**src/rtl/idu_pipe_stage.sv**
```systemverilog
// Decode/issue pipeline register with operand forwarding, load-use bubbles and write-back snooping.
// Optional performance counters are enabled by defining IDU_PERF_CNT_EN.
module idu_pipe_stage #(
   parameter int XLEN     = 64,
   parameter int NUM_FWD  = 3,
   parameter int CTRL_W   = 24,
   parameter int LOAD_BIT = 20
) (
   input  logic                    clk,
   input  logic                    rstn,
   input  logic                    flush,
   input  logic                    in_valid,
   output logic                    in_ready,
   input  logic [31:0]             in_instr,
   input  logic [XLEN-1:0]         in_pc,
   input  logic [XLEN-1:0]         in_snxt_pc,
   input  logic [XLEN-1:0]         in_imm,
   input  logic [CTRL_W-1:0]       in_ctrl,
   input  logic                    in_need_rs1,
   input  logic                    in_need_rs2,
   input  logic [NUM_FWD-1:0]      fwd_en,
   input  logic [NUM_FWD*5-1:0]    fwd_rd,
   input  logic [NUM_FWD*XLEN-1:0] fwd_data,
   output logic                    out_valid,
   input  logic                    out_ready,
   output logic [31:0]             out_instr,
   output logic [XLEN-1:0]         out_pc,
   output logic [XLEN-1:0]         out_snxt_pc,
   output logic [XLEN-1:0]         out_imm,
   output logic [CTRL_W-1:0]       out_ctrl,
   output logic [4:0]              out_rs1,
   output logic [4:0]              out_rs2,
   output logic [4:0]              out_rd,
   output logic [XLEN-1:0]         out_data_rs1,
   output logic [XLEN-1:0]         out_data_rs2,
   output logic [31:0]             perf_stall,
   output logic [31:0]             perf_bubble
);

   // x0 reads as zero; otherwise the lowest-numbered matching channel wins over dflt.
   function automatic logic [XLEN-1:0] opnd_sel(
      input logic [4:0]              idx,
      input logic [XLEN-1:0]         dflt,
      input logic [NUM_FWD-1:0]      en,
      input logic [NUM_FWD*5-1:0]    rd,
      input logic [NUM_FWD*XLEN-1:0] data
   );
      logic [XLEN-1:0] r;
      r = dflt;
      for (int i = NUM_FWD - 1; i >= 0; i--) begin
         if (en[i] && (rd[i*5 +: 5] == idx)) r = data[i*XLEN +: XLEN];
      end
      if (idx == 5'd0) r = '0;
      return r;
   endfunction

   logic [XLEN-1:0] rf [32];

   logic [4:0]      rs1_p0, rs2_p0, rd_p0;
   logic [XLEN-1:0] opnd1_p0, opnd2_p0;
   logic [XLEN-1:0] hold1_p0, hold2_p0;
   logic            hazard, accept, hold, bubble;
   logic            wb_en;
   logic [4:0]      wb_rd;
   logic [XLEN-1:0] wb_data;

   assign rs1_p0 = in_instr[19:15];
   assign rs2_p0 = in_instr[24:20];
   assign rd_p0  = in_instr[11:7];

   assign hazard = in_valid & out_valid & out_ctrl[LOAD_BIT] & (out_rd != 5'd0)
                 & ((in_need_rs1 & (rs1_p0 == out_rd)) | (in_need_rs2 & (rs2_p0 == out_rd)));
   assign in_ready = (~out_valid | out_ready) & ~hazard & ~flush;
   assign accept   = in_valid & in_ready;
   assign hold     = out_valid & ~out_ready & ~flush;
   assign bubble   = ~flush & ~accept & out_ready & hazard;

   assign opnd1_p0 = opnd_sel(rs1_p0, rf[rs1_p0], fwd_en, fwd_rd, fwd_data);
   assign opnd2_p0 = opnd_sel(rs2_p0, rf[rs2_p0], fwd_en, fwd_rd, fwd_data);
   assign hold1_p0 = opnd_sel(out_rs1, out_data_rs1, fwd_en, fwd_rd, fwd_data);
   assign hold2_p0 = opnd_sel(out_rs2, out_data_rs2, fwd_en, fwd_rd, fwd_data);

   assign wb_en   = fwd_en[NUM_FWD-1];
   assign wb_rd   = fwd_rd[(NUM_FWD-1)*5 +: 5];
   assign wb_data = fwd_data[(NUM_FWD-1)*XLEN +: XLEN];

   // regfile: commit channel writes, x0 is never written
   always_ff @(posedge clk or negedge rstn) begin
      if (!rstn) begin
         for (int i = 0; i < 32; i++) rf[i] <= '0;
      end else if (wb_en && (wb_rd != 5'd0)) begin
         rf[wb_rd] <= wb_data;
      end
   end

   // stage p1: registered issue bundle
   always_ff @(posedge clk or negedge rstn) begin
      if (!rstn) begin
         out_valid    <= 1'b0;
         out_instr    <= '0;
         out_pc       <= '0;
         out_snxt_pc  <= '0;
         out_imm      <= '0;
         out_ctrl     <= '0;
         out_rs1      <= '0;
         out_rs2      <= '0;
         out_rd       <= '0;
         out_data_rs1 <= '0;
         out_data_rs2 <= '0;
      end else if (flush) begin
         out_valid <= 1'b0;
      end else if (accept) begin
         out_valid    <= 1'b1;
         out_instr    <= in_instr;
         out_pc       <= in_pc;
         out_snxt_pc  <= in_snxt_pc;
         out_imm      <= in_imm;
         out_ctrl     <= in_ctrl;
         out_rs1      <= rs1_p0;
         out_rs2      <= rs2_p0;
         out_rd       <= rd_p0;
         out_data_rs1 <= opnd1_p0;
         out_data_rs2 <= opnd2_p0;
      end else if (out_ready) begin
         out_valid <= 1'b0;
      end else if (hold) begin
         out_data_rs1 <= hold1_p0;
         out_data_rs2 <= hold2_p0;
      end
   end

`ifdef IDU_PERF_CNT_EN
   always_ff @(posedge clk or negedge rstn) begin
      if (!rstn) begin
         perf_stall  <= '0;
         perf_bubble <= '0;
      end else begin
         if (hold)   perf_stall  <= perf_stall + 32'd1;
         if (bubble) perf_bubble <= perf_bubble + 32'd1;
      end
   end
`else
   assign perf_stall  = '0;
   assign perf_bubble = '0;
`endif

endmodule

```
**config.mk**
```make
export PLATFORM = sky130hd
export DESIGN_NAME = idu_pipe_stage
export DESIGN_NICKNAME = d
export VERILOG_FILES = /design/src/rtl/idu_pipe_stage.sv
export SDC_FILE = /design/constraint.sdc
export NUM_CORES = 2
export LEC_CHECK = 0
export ABC_CLOCK_PERIOD_IN_PS = 4550
export CORE_MARGIN = 2
export CORE_UTILIZATION = 41
export DETAILED_ROUTE_END_ITERATION = 8
export GPL_ROUTABILITY_DRIVEN = 0
export MAX_ROUTING_LAYER = met4
export PLACE_DENSITY_LB_ADDON = 0.25
export SLEW_MARGIN = 20
export SYNTH_ARGS = -nofsm -noshare
export SYNTH_HDL_FRONTEND = slang
export SYNTH_SLANG_ARGS = --single-unit
```
**constraint.sdc**
```tcl
create_clock -name clk -period 4.55 [get_ports clk]
set_input_delay 0.91 -clock clk [delete_from_list [all_inputs] [get_ports clk]]
set_output_delay 0.91 -clock clk [all_outputs]
set_load 0.02 [all_outputs]
```
==> reports/qor.tcl <==
set qor(status) {complete, no violations}
set qor(cts_post_setup_buffers_inserted) 0
set qor(combinational_family_with_the_most_area_after_synthesis) {multiplexers}
set qor(vias) 87882
set qor(worst-endpoint-required_ns) 3.64
set qor(count_of_different_cell_masters_after_synthesis) 52
set qor(clock_tree.buffer_depth) 4
set qor(critical_path_class) {reg -> out}
set qor(routed-wl-met2_um) 226000
set qor(synth_warnings) 0
set qor(yosys_reg_bits) 2425
set qor(cp-start-kind) {flip-flop}
set qor(post-route-period-util_pct) 90.0
set qor(grt_start_max_net_pins) 128
set qor(io_buffer_count) 857
set qor(initial_utilization_pct) 41.2
set qor(setup_violations) 0
set qor(clkTransAtPathRegs_ns) 0.06
set qor(postCtsResizedCells) 0
set qor(final.hold.worst_slack_ns) 0.0420
set qor(fillers) 26314
set qor(worst_slew_margin_rel_pct) 24.8
set qor(wire_per_inst_um) 35.0
set qor(p_per_area_mw_per_mm2) 446
set qor(floorplan_core_area_mm2) 0.315
set qor(max_freq_ghz) 0.244
set qor(ctsRootBufferMaster) {sky130_fd_sc_hd__clkbuf_16}
set qor(top_signal_layer_used) {met4}
set qor(fraction_of_the_mapped_netlist_area_in_compound_gates_pct) 3.34
set qor(number_of_buffers_created_by_cts) 281
set qor(crit_path_end_kind) {primary output}
set qor(post-route-drc-count) 0
set qor(static-leakage-power_nw) 65.5
set qor(vias_per_cell) 6.51
set qor(clock_sink_count) 2425
set qor(critPathArrivalTime_ns) 3.18
set qor(final_hold_viol_count) 0
set qor(die_w_um) 567
set qor(synthSimpleGateAreaFrac_pct) 2.36
set qor(tritoncts) {done}
set qor(drt-met1-wl_um) 176000
set qor(slowest_stage) {sky130_fd_sc_hd__clkdlybuf4s50_1}
set qor(insertion_delay_ns) 0.95
set qor(drt_iter0_drc) 9228
set qor(mostFrequentLayoutCells) {2425 x sky130_fd_sc_hd__dfrtp_1, 2232 x sky130_fd_sc_hd__mux2_2, 1278 x sky130_fd_sc_hd__mux4_2}
set qor(crit_path_cell_trace) {xnor2_1, buf_4, nand2_1, o22ai_1, a21boi_0, clkdlybuf4s50_1}
set qor(firstDrtPassIters) 9
set qor(dieArea_mm2) 0.321
set qor(period_needed_ns) 4.09
set qor(drv_cap) 0
set qor(pin_count) 922
set qor(grt_pass1_vias) 92126
set qor(groute.usage.overall_pct) 30.0
set qor(antenna_found_initial) 41
set qor(layout_commonest_cell) {sky130_fd_sc_hd__dfrtp_1}
set qor(mappedNetlistArea_mm2) 0.130
set qor(htreeDepth) 5
set qor(area.sequential_mm2) 0.0607
set qor(number_of_flops_mapped_to_enable_cells_by_yosys) 0
set qor(finalSetupTns_ns) 0
set qor(worst_slew_pin_slew_ns) 1.12
set qor(cts-hold-fix-buffers) 0
set qor(power.ir.vdd_worst_v) 0.000254
set qor(syn-mean-instance-area_um2) 15.3
set qor(layout.core_utilization_pct) 49.2
set qor(rsz0062_at_grt) {false}
set qor(synthAdderAreaFrac_pct) 0
set qor(post_synth_xor_area_fraction_pct) 0.472
set qor(worstHoldPathType) {in -> async}
set qor(critical-path-max-stage-delay_ns) 0.58
set qor(drv_slew) 0
set qor(synth_ff_type) {sky130_fd_sc_hd__dfrtp_1}
set qor(wl_met3_um) 37400
set qor(synth_cells) 8498
set qor(routed_wl_um) 472000
set qor(finalNetCount) 9564
set qor(area_growth_pct) 19.3
set qor(gr-total-overflow) 0
set qor(synth.mux.area_fraction_pct) 43.5
set qor(multi_input_comb_area_mm2) 0.0651
set qor(synth_seq_area_share_pct) 46.7
set qor(grt_first_pass_wirelength_um) 683000
set qor(crit_fanout) 6
set qor(num_rows) 206
set qor(chipHeight_um) 567
set qor(ant_nets) 0
set qor(fin_skew_ns) 0.0669
set qor(hpwl_um) 292000
set qor(fraction_of_final_layout_cells_with_drive_strength_greater_than_1_pct) 49.2
set qor(asyncSetResetFlopFracSynth_pct) 100
cells by family after synthesis:
group	count (synthesis)
multiplexers	3767
flip-flops	2425
buffers and inverters	1087
AND/OR/NAND/NOR	624
AO/OA/AOI/OAI	524
XOR/XNOR	70
other	1
cell usage after synthesis (all sizes together), types with 2 or more instances:
cell / count / area share, %
a211o: 2 / 0.013
a211oi: 64 / 0.37
a21oi: 2 / 0.0077
a221o: 63 / 0.49
a31oi: 64 / 0.31
and2: 5 / 0.024
and3: 133 / 0.64
and3b: 2 / 0.013
buf: 362 / 1.5
clkbuf: 723 / 2.1
dfrtp: 2425 / 47
inv: 2 / 0.0058
mux2: 2232 / 19
mux2i: 257 / 2.0
mux4: 1278 / 22
nand2: 155 / 0.45
nand3: 198 / 0.76
nand3b: 7 / 0.040
nand4: 4 / 0.019
nor2: 90 / 0.26
nor3: 4 / 0.015
nor3b: 4 / 0.023
nor4: 10 / 0.048
o2111ai: 63 / 0.42
o21ai: 64 / 0.25
o221a: 64 / 0.55
o221ai: 126 / 0.85
o31ai: 2 / 0.015
or2: 4 / 0.019
or4: 4 / 0.023
xnor2: 30 / 0.20
xor2: 40 / 0.27
sequential cells by signal, summed over array words and instances, names as in the netlist:
register and count:
out_data_rs2 64, out_snxt_pc 64, out_imm 64, out_instr 32, out_ctrl 24, out_data_rs1 64
out_pc 64, out_valid 1, rf 2048
final cells by class:
| type | instances | area share, % |
|---|---|---|
| diodes | 39 | 0.0630 |
| clock buffers | 401 | 5.31 |
| clock inverters | 79 | 0.735 |
| inverters | 2 | 0.00485 |
| multi-input cells | 5049 | 42.1 |
| flip-flops and latches | 2425 | 39.2 |
| well taps | 4160 | 3.36 |
| repair buffers | 1340 | 9.30 |
through the flow:
step	setup slack (ns)	std cells	area (µm²)	total power (W)
CTS	0.409	13456	155000	0.0693
finish	0.456	13495	155000	0.0691
global route	0.413	13489	155000	0.0716
detailed placement	0.345	12976	145000	0.0459
global placement	0.363	12976	145000	0.0452
floorplan	1.32	8561	130000	0.0389
power breakdown:
group | total (W) | switching, W | internal [W]
Sequential | 0.0292 | 0.00340 | 0.0258
Combinational | 0.0166 | 0.00700 | 0.00963
Clock | 0.0233 | 0.00962 | 0.0137
routing by layer:
metal	vias up	track usage, %
met2	4889	47.0
li1	34334	-
met3	1422	5.77
met1	47237	36.2
met5	-	-
met4	0	17.7
worst paths after layout:
path / start / end / slack, ns / cells after the start
hold reg to reg: rf[2004] / rf[2004] / 0.39 / 0
hold / removal: rstn / rf[1485] / 0.04 / 1
setup reg to reg: out_instr[7] / out_data_rs2[58] / 1.19 / 9
setup / recovery: out_instr[7] / in_ready / 0.46 / 6
min in group clk: rf[2004] / rf[2004] / 0.39 / 0
max in group asynchronous: rstn / rf[1455] / 3.15 / 3
worst max-delay path, delay by kind of cell (launching register included):
family / cells / cell delay [ns]
buf+inv: 2 / 0.78
simple gates: 1 / 0.05
compound gates: 2 / 0.36
flops: 1 / 0.54
xor+xnor: 1 / 0.55
(Power assumes the default switching activity.)
